`src/rtl/latealu_issue_ctrl.sv`:
```
// Issue controller for the late-stage ALU: small op FIFO, in-order single issue, HI/LO busy window.
// Optional `LATEALU_CTRL_PERF_EN adds perf_stall_cnt (cycles the head waits on HI/LO).
//
// state     | meaning
// IDLE      | HI/LO free; mult/mthi/mtlo at head may issue
// HILO_WAIT | mult in flight; HI/LO ops at head stall, shifts still issue
module latealu_issue_ctrl #(
  parameter int DEPTH    = 2,
  parameter int MULT_LAT = 4
) (
  input  logic        clk,
  input  logic        rst,
  input  logic        in_valid,
  output logic        in_ready,
  input  logic [5:0]  in_op,
  input  logic [31:0] in_a0,
  input  logic [31:0] in_a1,
  input  logic [4:0]  in_rd,
  input  logic        flush,
  output logic [5:0]  alu_op,
  output logic [31:0] alu_a0,
  output logic [31:0] alu_a1,
  output logic        wb_valid,
  output logic [4:0]  wb_rd,
  output logic        hilo_busy
`ifdef LATEALU_CTRL_PERF_EN
  ,
  output logic [31:0] perf_stall_cnt
`endif
);

  localparam int AW = (DEPTH > 1) ? $clog2(DEPTH) : 1;
  localparam int CW = $clog2(DEPTH + 1);
  localparam int BW = (MULT_LAT > 1) ? $clog2(MULT_LAT) : 1;
  localparam logic [BW-1:0] BUSY_LOAD = BW'(MULT_LAT - 1);

  localparam logic [5:0] OP_SRL  = 6'd2;
  localparam logic [5:0] OP_SRA  = 6'd3;
  localparam logic [5:0] OP_MULT = 6'd4;
  localparam logic [5:0] OP_MTHI = 6'd5;
  localparam logic [5:0] OP_MTLO = 6'd6;

  localparam logic [0:0] S_IDLE      = 1'b0;
  localparam logic [0:0] S_HILO_WAIT = 1'b1;

  logic [5:0]    mem_op [DEPTH];
  logic [31:0]   mem_a0 [DEPTH];
  logic [31:0]   mem_a1 [DEPTH];
  logic [4:0]    mem_rd [DEPTH];

  logic [AW-1:0] wr_ptr, rd_ptr;
  logic [CW-1:0] count, count_next;
  logic [0:0]    state;
  logic [BW-1:0] busy_cnt;
  logic [4:0]    rd_q;

  logic [5:0]    head_op;
  logic [31:0]   head_a0, head_a1;
  logic [4:0]    head_rd;
  logic          nonempty, head_shift, head_hilo, hilo_stall;
  logic          push, pop, issue, mult_issue;

  assign head_op  = mem_op[rd_ptr];
  assign head_a0  = mem_a0[rd_ptr];
  assign head_a1  = mem_a1[rd_ptr];
  assign head_rd  = mem_rd[rd_ptr];

  assign nonempty   = (count != '0);
  assign head_shift = (head_op == OP_SRL) || (head_op == OP_SRA);
  assign head_hilo  = (head_op == OP_MULT) || (head_op == OP_MTHI) || (head_op == OP_MTLO);
  assign hilo_stall = nonempty && head_hilo && (state != S_IDLE);

  // Unknown opcodes are still popped (as bubbles) so they cannot wedge the queue.
  assign pop        = nonempty && !flush && !hilo_stall;
  assign issue      = pop && (head_shift || head_hilo);
  assign mult_issue = issue && (head_op == OP_MULT);
  assign push       = in_valid && in_ready && !flush;

  always_comb begin
    count_next = count;
    if (flush) begin
      count_next = '0;
    end else begin
      case ({push, pop})
        2'b10:   count_next = count + CW'(1);
        2'b01:   count_next = count - CW'(1);
        default: count_next = count;
      endcase
    end
  end

  always_ff @(posedge clk) begin
    if (push) begin
      mem_op[wr_ptr] <= in_op;
      mem_a0[wr_ptr] <= in_a0;
      mem_a1[wr_ptr] <= in_a1;
      mem_rd[wr_ptr] <= in_rd;
    end
  end

  // in_ready follows the post-edge occupancy, so a full FIFO refuses pushes even while popping.
  always_ff @(posedge clk) begin
    if (rst) begin
      wr_ptr   <= '0;
      rd_ptr   <= '0;
      count    <= '0;
      in_ready <= 1'b1;
    end else begin
      count    <= count_next;
      in_ready <= (count_next < CW'(DEPTH));
      if (flush) begin
        wr_ptr <= '0;
        rd_ptr <= '0;
      end else begin
        if (push) wr_ptr <= wr_ptr + AW'(1);
        if (pop)  rd_ptr <= rd_ptr + AW'(1);
      end
    end
  end

  // HI/LO window is not cancellable: flush leaves the busy timer running.
  always_ff @(posedge clk) begin
    if (rst) begin
      state    <= S_IDLE;
      busy_cnt <= '0;
    end else begin
      case (state)
        S_IDLE: begin
          if (mult_issue) begin
            state    <= S_HILO_WAIT;
            busy_cnt <= BUSY_LOAD;
          end
        end
        S_HILO_WAIT: begin
          if (busy_cnt == '0) state <= S_IDLE;
          else                busy_cnt <= busy_cnt - BW'(1);
        end
        default: state <= S_IDLE;
      endcase
    end
  end

  assign hilo_busy = (state == S_HILO_WAIT);

  always_ff @(posedge clk) begin
    if (rst) begin
      alu_op   <= '0;
      alu_a0   <= '0;
      alu_a1   <= '0;
      rd_q     <= '0;
      wb_valid <= 1'b0;
      wb_rd    <= '0;
    end else begin
      alu_op   <= issue ? head_op : 6'd0;
      alu_a0   <= issue ? head_a0 : 32'd0;
      alu_a1   <= issue ? head_a1 : 32'd0;
      rd_q     <= head_rd;
      wb_valid <= (alu_op == OP_SRL) || (alu_op == OP_SRA);
      wb_rd    <= ((alu_op == OP_SRL) || (alu_op == OP_SRA)) ? rd_q : 5'd0;
    end
  end

`ifdef LATEALU_CTRL_PERF_EN
  always_ff @(posedge clk) begin
    if (rst) begin
      perf_stall_cnt <= '0;
    end else if (hilo_stall && (perf_stall_cnt != 32'hFFFF_FFFF)) begin
      perf_stall_cnt <= perf_stall_cnt + 32'd1;
    end
  end
`endif

endmodule

```
`config.mk`:
```
export PLATFORM = sky130hd
export DESIGN_NAME = latealu_issue_ctrl
export DESIGN_NICKNAME = d
export VERILOG_FILES = /design/src/rtl/latealu_issue_ctrl.sv
export SDC_FILE = /design/constraint.sdc
export NUM_CORES = 1
export LEC_CHECK = 0
export BUFFER_PORTS_ARGS = -buffer_cell sky130_fd_sc_hd__buf_2
export CAP_MARGIN = 20
export CORE_UTILIZATION = 35
export DETAILED_ROUTE_END_ITERATION = 6
export GPL_ROUTABILITY_DRIVEN = 1
export SKIP_LAST_GASP = 1
export SLEW_MARGIN = 20
export SYNTH_ARGS = -nofsm -noshare
export SYNTH_HDL_FRONTEND = slang
export SYNTH_SLANG_ARGS = --single-unit
```
`constraint.sdc`:
```
create_clock -name clk -period 4.55 [get_ports clk]
set_input_delay 0.91 -clock clk [delete_from_list [all_inputs] [get_ports clk]]
set_output_delay 0.91 -clock clk [all_outputs]
set_load 0.05 [all_outputs]
```
==> key figures, run 1 <==
Worst setup path
  • CP Class: reg -> reg
  • Worst path max stage delay: 0.70 ns
  • Worst path slowest cell: buf_4
  • Worst path bufs/invs: 1
  • Crit-path cells: nor2b_1, a32o_1, a21oi_4, buf_4, nor3_1
  • Startpoint Class: register
  • Required @ worst endpoint: 4.89 ns
  • CP top delay family: buffers and inverters
  • Crit end category: register
  • Crit path DAT: 2.71 ns
  • CP Max Fanout: 55

Global routing
  • Global route total overflow: 0
  • Vias in the first global route: 4491
  • Initial antenna violation count: 2
  • Total track usage: 12.8%
  • Global-route wire length before repair: 23.7 mm
  • Largest net degree at the start of global routing: 76

Power
  • Sequential Power Share: 53.7%
  • PwrDens: 447 mW/mm^2
  • Clock Power Share: 42.9%
  • Sw Ratio: 20.2%
  • Leak: 3.56 nW
  • Peak supply drop: 0.308 mV
  • Int Power: 3.53 mW
  • Combinational share of power: 3.4%
  • Psw: 894 uW

Placement
  • DP HPWL: 9.27 mm
  • Inst Count DP: 891
  • PortBufs: 156
  • Placer's final routability congestion estimate: 0.708
  • Placed cell area: 0.00913 sq mm

Timing
  • Tightest Pin Transition: 1.06 ns
  • RSZ-0062 raised after global routing: no
  • Post-route minimum period: 2.36 ns
  • Relative slew slack: 29.5%
  • Fin. max-slew vios: 0
  • Final Hold Vio Count: 0
  • Fmax: 423 MHz
  • Final period util: 52.0%
  • Fin Clk Skew: 0.00720 ns
  • Post-Route Setup TNS: 0 ns
  • Final setup fails: 0

Layout
  • Nets: 714
  • Final design utilization: 43.8%
  • Ratio of cells with drive above 1 in the final layout: 35.9%
  • Post-Layout Cell Count: 938
  • Cell area after layout: 0.00990 sq mm
  • Fillers: 2029
  • Area grow syn2layout: 22.9%

Floorplanning
  • I/O pins: 157
  • Die height: 154 microns
  • Core Rows: 55
  • DIE AREA: 0.0236 sq mm
  • Die X: 154 microns
  • Core ar.: 0.0226 sq mm
  • Initial cell density of the core: 35.7%

Clock network
  • CTS clk-pin slew, worst paths: 0.06 ns
  • Root buffer cell: clkbuf_16
  • Post-CTS Setup Repair Bufs: 0
  • Worst skew pair latency: 0.50 ns
  • Clock tree from TritonCTS: done
  • CTS Buf Count: 25
  • CTS Hold Buffers Added: 0
  • Post-cts resize count: 0
  • Clk buf depth: 3
  • H-tree Lvls: 1
  • CTS Sinks: 240

Routing
  • DR vias: 4290
  • Routed Antenna Nets: 0
  • Routed length per instance: 15.9 microns
  • Detailed Routing Iterations Pass 1: 4
  • DRT iter0 DRCs: 162
  • Final routed DRC violation total: 0
  • DRT Wirelength: 14.9 mm
  • Avg Vias per Cell: 4.57

Synth
  • Post-synthesis cell count: 467
  • Post-synth top flop: edfxtp_1
  • Post-synthesis sequential area ratio: 78.3%
  • Yosys cell types: 38
  • Post-synth EDFFs: 150
  • Cell area after synthesis: 0.00805 sq mm
  • Average size of a mapped cell: 17.2 sq um
  • Synth warn: 0
  • Asr flop ratio synth: 0%
  • #FFs+latches synth: 240

Min path
  • Hold_sp: rd_q[1]
  • Hold Crit Class: reg -> reg

Job
  • # Max-Cap Violations: 0

Status
  • Status: complete, no violations
synth_stat cells (2+ instances only):
library cell  instances  area, sq um
edfxtp_1            150         4500
dfxtp_1              90         1800
mux2i_1              71          711
nor3_1               41          205
nor3_2               30          300
nor2_1               12         45.0
clkbuf_1              9         33.8
buf_2                 8         40.0
and2_1                6         37.5
inv_1                 6         22.5
buf_6                 5         56.3
a21oi_1               3         15.0
xnor2_1               3         26.3
a31oi_1               2         12.5
a32o_1                2         20.0
a32oi_1               2         17.5
buf_1                 2         7.51
ha_1                  2         25.0
nand2_1               2         7.51
nand3_1               2         10.0
nand4_1               2         12.5
final cells by class:
type	count	area [sq um]	area share [%]
antenna	2	5.00	0.0506
clock buffer	30	644	6.51
clock inverter	15	120	1.21
inverter	6	22.5	0.228
multi-input combinational	199	1620	16.4
sequential	240	6310	63.8
tap	285	357	3.60
timing repair buffer	161	818	8.27
power by group through the flow:
| stage | clock network [mW] | logic, mW | registers, mW |
|---|---|---|---|
| finish | 1.90 | 0.150 | 2.38 |
| global route | 2.03 | 0.166 | 2.38 |
| CTS | 1.95 | 0.154 | 2.38 |
| detailed placement | 0 | 0.153 | 2.42 |
| global placement | 0 | 0.147 | 2.42 |
| floorplan | 0 | 0.0811 | 2.43 |
sequential cells by signal, summed over array words and instances (netlist names), named ones only:
| name | flops |
|---|---|
| alu_a0 | 32 |
| alu_a1 | 32 |
| alu_op | 6 |
| busy_cnt | 2 |
| count | 2 |
| hilo_busy | 1 |
| in_ready | 1 |
| mem_a0 | 64 |
| mem_a1 | 64 |
| mem_op | 12 |
| mem_rd | 10 |
| rd_ptr | 1 |
| rd_q | 5 |
| wb_rd | 5 |
| wb_valid | 1 |
| wr_ptr | 1 |
through the flow:
step | total power, mW | setup WS [ns] | hold WS (ns)
floorplan | 2.51 | -0.270 | 0.406
global placement | 2.57 | 1.82 | 0.418
detailed placement | 2.58 | 1.72 | 0.410
CTS | 4.48 | 2.14 | 0.426
global route | 4.58 | 1.96 | 0.447
finish | 4.42 | 2.19 | 0.424
cell families after synthesis:
| group | share of synthesized area, % |
|---|---|
| xor+xnor | 0.435 |
| simple gates | 8.65 |
| mux | 8.83 |
| fa+ha+maj | 0.311 |
| buf+inv | 1.99 |
| flops | 78.3 |
| compound gates | 1.43 |
| other cells | 0.0466 |
routing by layer:
metal	share of wire [%]	GRT usage [%]	up-vias
met3	6.4	3.58	23
met5	0	0	-
met1	43	15.3	2071
met2	49	22.0	118
li1	-	-	2078
met4	1.8	4.43	0
layout by cell type, fill, tap and decap left out, drive strengths merged, types with 2 or more instances in the layout:
cell type	count
a21oi	3
a31oi	2
a32o	2
a32oi	2
and2	6
buf	161
bufinv	2
clkbuf	30
clkinv	12
conb	3
dfxtp	90
diode	2
edfxtp	150
ha	2
inv	6
mux2i	71
nand2	3
nand3	2
nand4	2
nor2	12
nor3	71
or4b	2
xnor2	3
path summary, 6_finish.rpt:
| kind | endpoint | slack [ns] | cells after the start |
|---|---|---|---|
| worst max-delay path | alu_a0[20] | 2.19 | 5 |
| worst min-delay path | wb_rd[1] | 0.42 | 1 |
| worst max register to register | alu_a0[20] | 2.19 | 5 |
| worst min register to register | wb_rd[1] | 0.42 | 1 |
(Power assumes the default switching activity.)
==> run 2, diff against run 1 <==
Clock period 4.55 ns to 2.2 ns, I/O delays scaled along.
==> run 2 against run 1 <==
  * Clock skew increased by 0.0049 ns
  * Via count increased by 2.0%
  * Wire length decreased by 1.4%
  * First-iteration DRC count decreased by 3.7%
  * Largest cell class unchanged
  * Core utilization increased by 1.2 points
  * Cell count increased by 0.32%
  * Worst setup slack got worse by 2.0 ns
  * Worst hold slack got worse by 0.30 ns
  * Sequential power increased by 110%
  * Flip-flop and latch count unchanged
==> key figures, run 2 (synthesis gave the netlist of run 1 again) <==
Status
  • Status: complete, no violations

Clock network
  • H-tree Lvls: 1
  • Clock tree from TritonCTS: done
  • Clk buf depth: 3
  • Worst skew pair latency: 0.50 ns
  • CTS Buf Count: 25
  • Post-cts resize count: 0
  • CTS Sinks: 240
  • CTS Hold Buffers Added: 0
  • Post-CTS Setup Repair Bufs: 0
  • CTS clk-pin slew, worst paths: 0.06 ns
  • Root buffer cell: clkbuf_16

Placement
  • Placer's final routability congestion estimate: 0.721
  • DP HPWL: 9.09 mm
  • Placed cell area: 0.00927 sq mm
  • PortBufs: 156

Layout
  • Cell area after layout: 0.0102 sq mm
  • Ratio of cells with drive above 1 in the final layout: 37.7%
  • Top flop regs: mem_a0 (64), mem_a1 (64)
  • Commonest non-fill, non-tap cell in the layout: buf_2
  • Final design utilization: 45.0%
  • Nets: 719
  • Area grow syn2layout: 26.2%
  • Commonest non-fill, non-tap cells in the layout: buf_2, edfxtp_1, dfxtp_1
  • ANT cells: 0

Routing
  • DR vias: 4376
  • DRT Wirelength: 14.7 mm
  • Routed Antenna Nets: 0
  • Avg Vias per Cell: 4.65
  • Final routed DRC violation total: 0
  • Detailed Routing Iterations Pass 1: 6
  • Routed length per instance: 15.6 microns
  • DRT iter0 DRCs: 156

Floorplanning
  • I/O pins: 157
  • Die X: 154 microns
  • DIE AREA: 0.0236 sq mm
  • Die height: 154 microns
  • Initial cell density of the core: 35.7%
  • Core ar.: 0.0226 sq mm
  • Core Rows: 55

Timing
  • Final setup fails: 0
  • Final period util: 93.7%
  • Post-route minimum period: 2.06 ns
  • RSZ-0062 raised after global routing: no
  • Fin. max-slew vios: 0
  • Fmax: 485 MHz
  • Final Hold Vio Count: 0
  • Fin Clk Skew: 0.0121 ns

Global routing
  • Initial antenna violation count: 0
  • Vias in the first global route: 4567
  • Largest net degree at the start of global routing: 68
  • Global-route wire length before repair: 23.6 mm
  • Total track usage: 12.6%
  • Global route total overflow: 0

Min path
  • Hold-critical path depth: 1
  • Hold Crit Class: in -> reg

Worst setup path
  • Crit path DAT: 2.44 ns
  • Required @ worst endpoint: 2.58 ns
  • CP Class: reg -> reg
  • Startpoint Class: register
  • Worst r2r path cells: 8
  • Crit end category: register
  • CP Max Fanout: 4

Power
  • Sw Ratio: 19.2%
  • PwrDens: 947 mW/mm^2
  • Leak: 3.68 nW
  • Peak supply drop: 0.635 mV
  • Psw: 1.85 mW
  • Total Power: 9.63 mW
  • Clock Power Share: 45.5%
  • Sequential Power Share: 50.9%
  • Combinational share of power: 3.5%
  • Int Power: 7.78 mW

Job
  • # Max-Cap Violations: 0
## run 2: cell types whose count changed in the layout (fill, tap and decap cells not counted), moves of 2 or more
cell	previous run	this run
clkbuf_1	5	2
clkinv_1	6	2
clkbuf_8	0	6
buf_4	5	2
diode_2	2	0
clkbuf_16	25	27
clkinv_2	6	3
buf_12	0	8
## run 2: final cells by class
| cell class | instances | area, sq um |
|---|---|---|
| fill | 2028 | 12400 |
| sequential | 240 | 6310 |
| multi-input combinational | 199 | 1620 |
| timing repair buffer | 166 | 956 |
| clock buffer | 35 | 766 |
| tap | 285 | 357 |
| clock inverter | 10 | 129 |
| inverter | 6 | 22.5 |
## run 2: critical path, cell delays in order (launching register included)
cell      delay, ns
edfxtp_1       0.35
or4b_1         0.56
nand2_2        0.14
a31oi_1        0.11
ha_1           0.22
xnor2_1        0.18
nor2_1         0.09
xnor2_1        0.14
nand2b_1       0.15
## run 2: final timing paths
path                 from            end  slack [ns]
max          mem_op[1][4]       in_ready        0.14
min             in_a0[31]  mem_a0[0][31]        0.12
max reg2reg  mem_op[1][4]       in_ready        0.14
min reg2reg       rd_q[4]       wb_rd[4]        0.42
## run 2: per-stage QoR
step	hold slack, ns	setup TNS, ns	instances	worst slack, ns
detailed placement	0.415	0	896	0.165
CTS	0.0934	0	941	0.142
floorplan	0.406	-20.22	469	-0.147
global route	0.0953	0	941	0.0339
global placement	0.408	0	896	0.267
finish	0.121	0	941	0.139
## run 2: power groups by stage
stage | registers, mW | clock network, mW | logic [mW]
5_1_grt | 4.91 | 4.69 | 0.369
3_5_place_dp | 5.00 | 0 | 0.342
3_3_place_gp | 5.00 | 0 | 0.333
6_report | 4.90 | 4.38 | 0.338
4_1_cts | 4.91 | 4.52 | 0.344
2_1_floorplan | 5.01 | 0 | 0.170
## run 2: routing by layer
layer	global-route usage, %	share of wire [%]	wire length, microns
met1	14.9	42	6160
met2	22.5	50	7370
met3	2.90	5.8	847
met4	4.33	2.0	291
met5	0	0	0
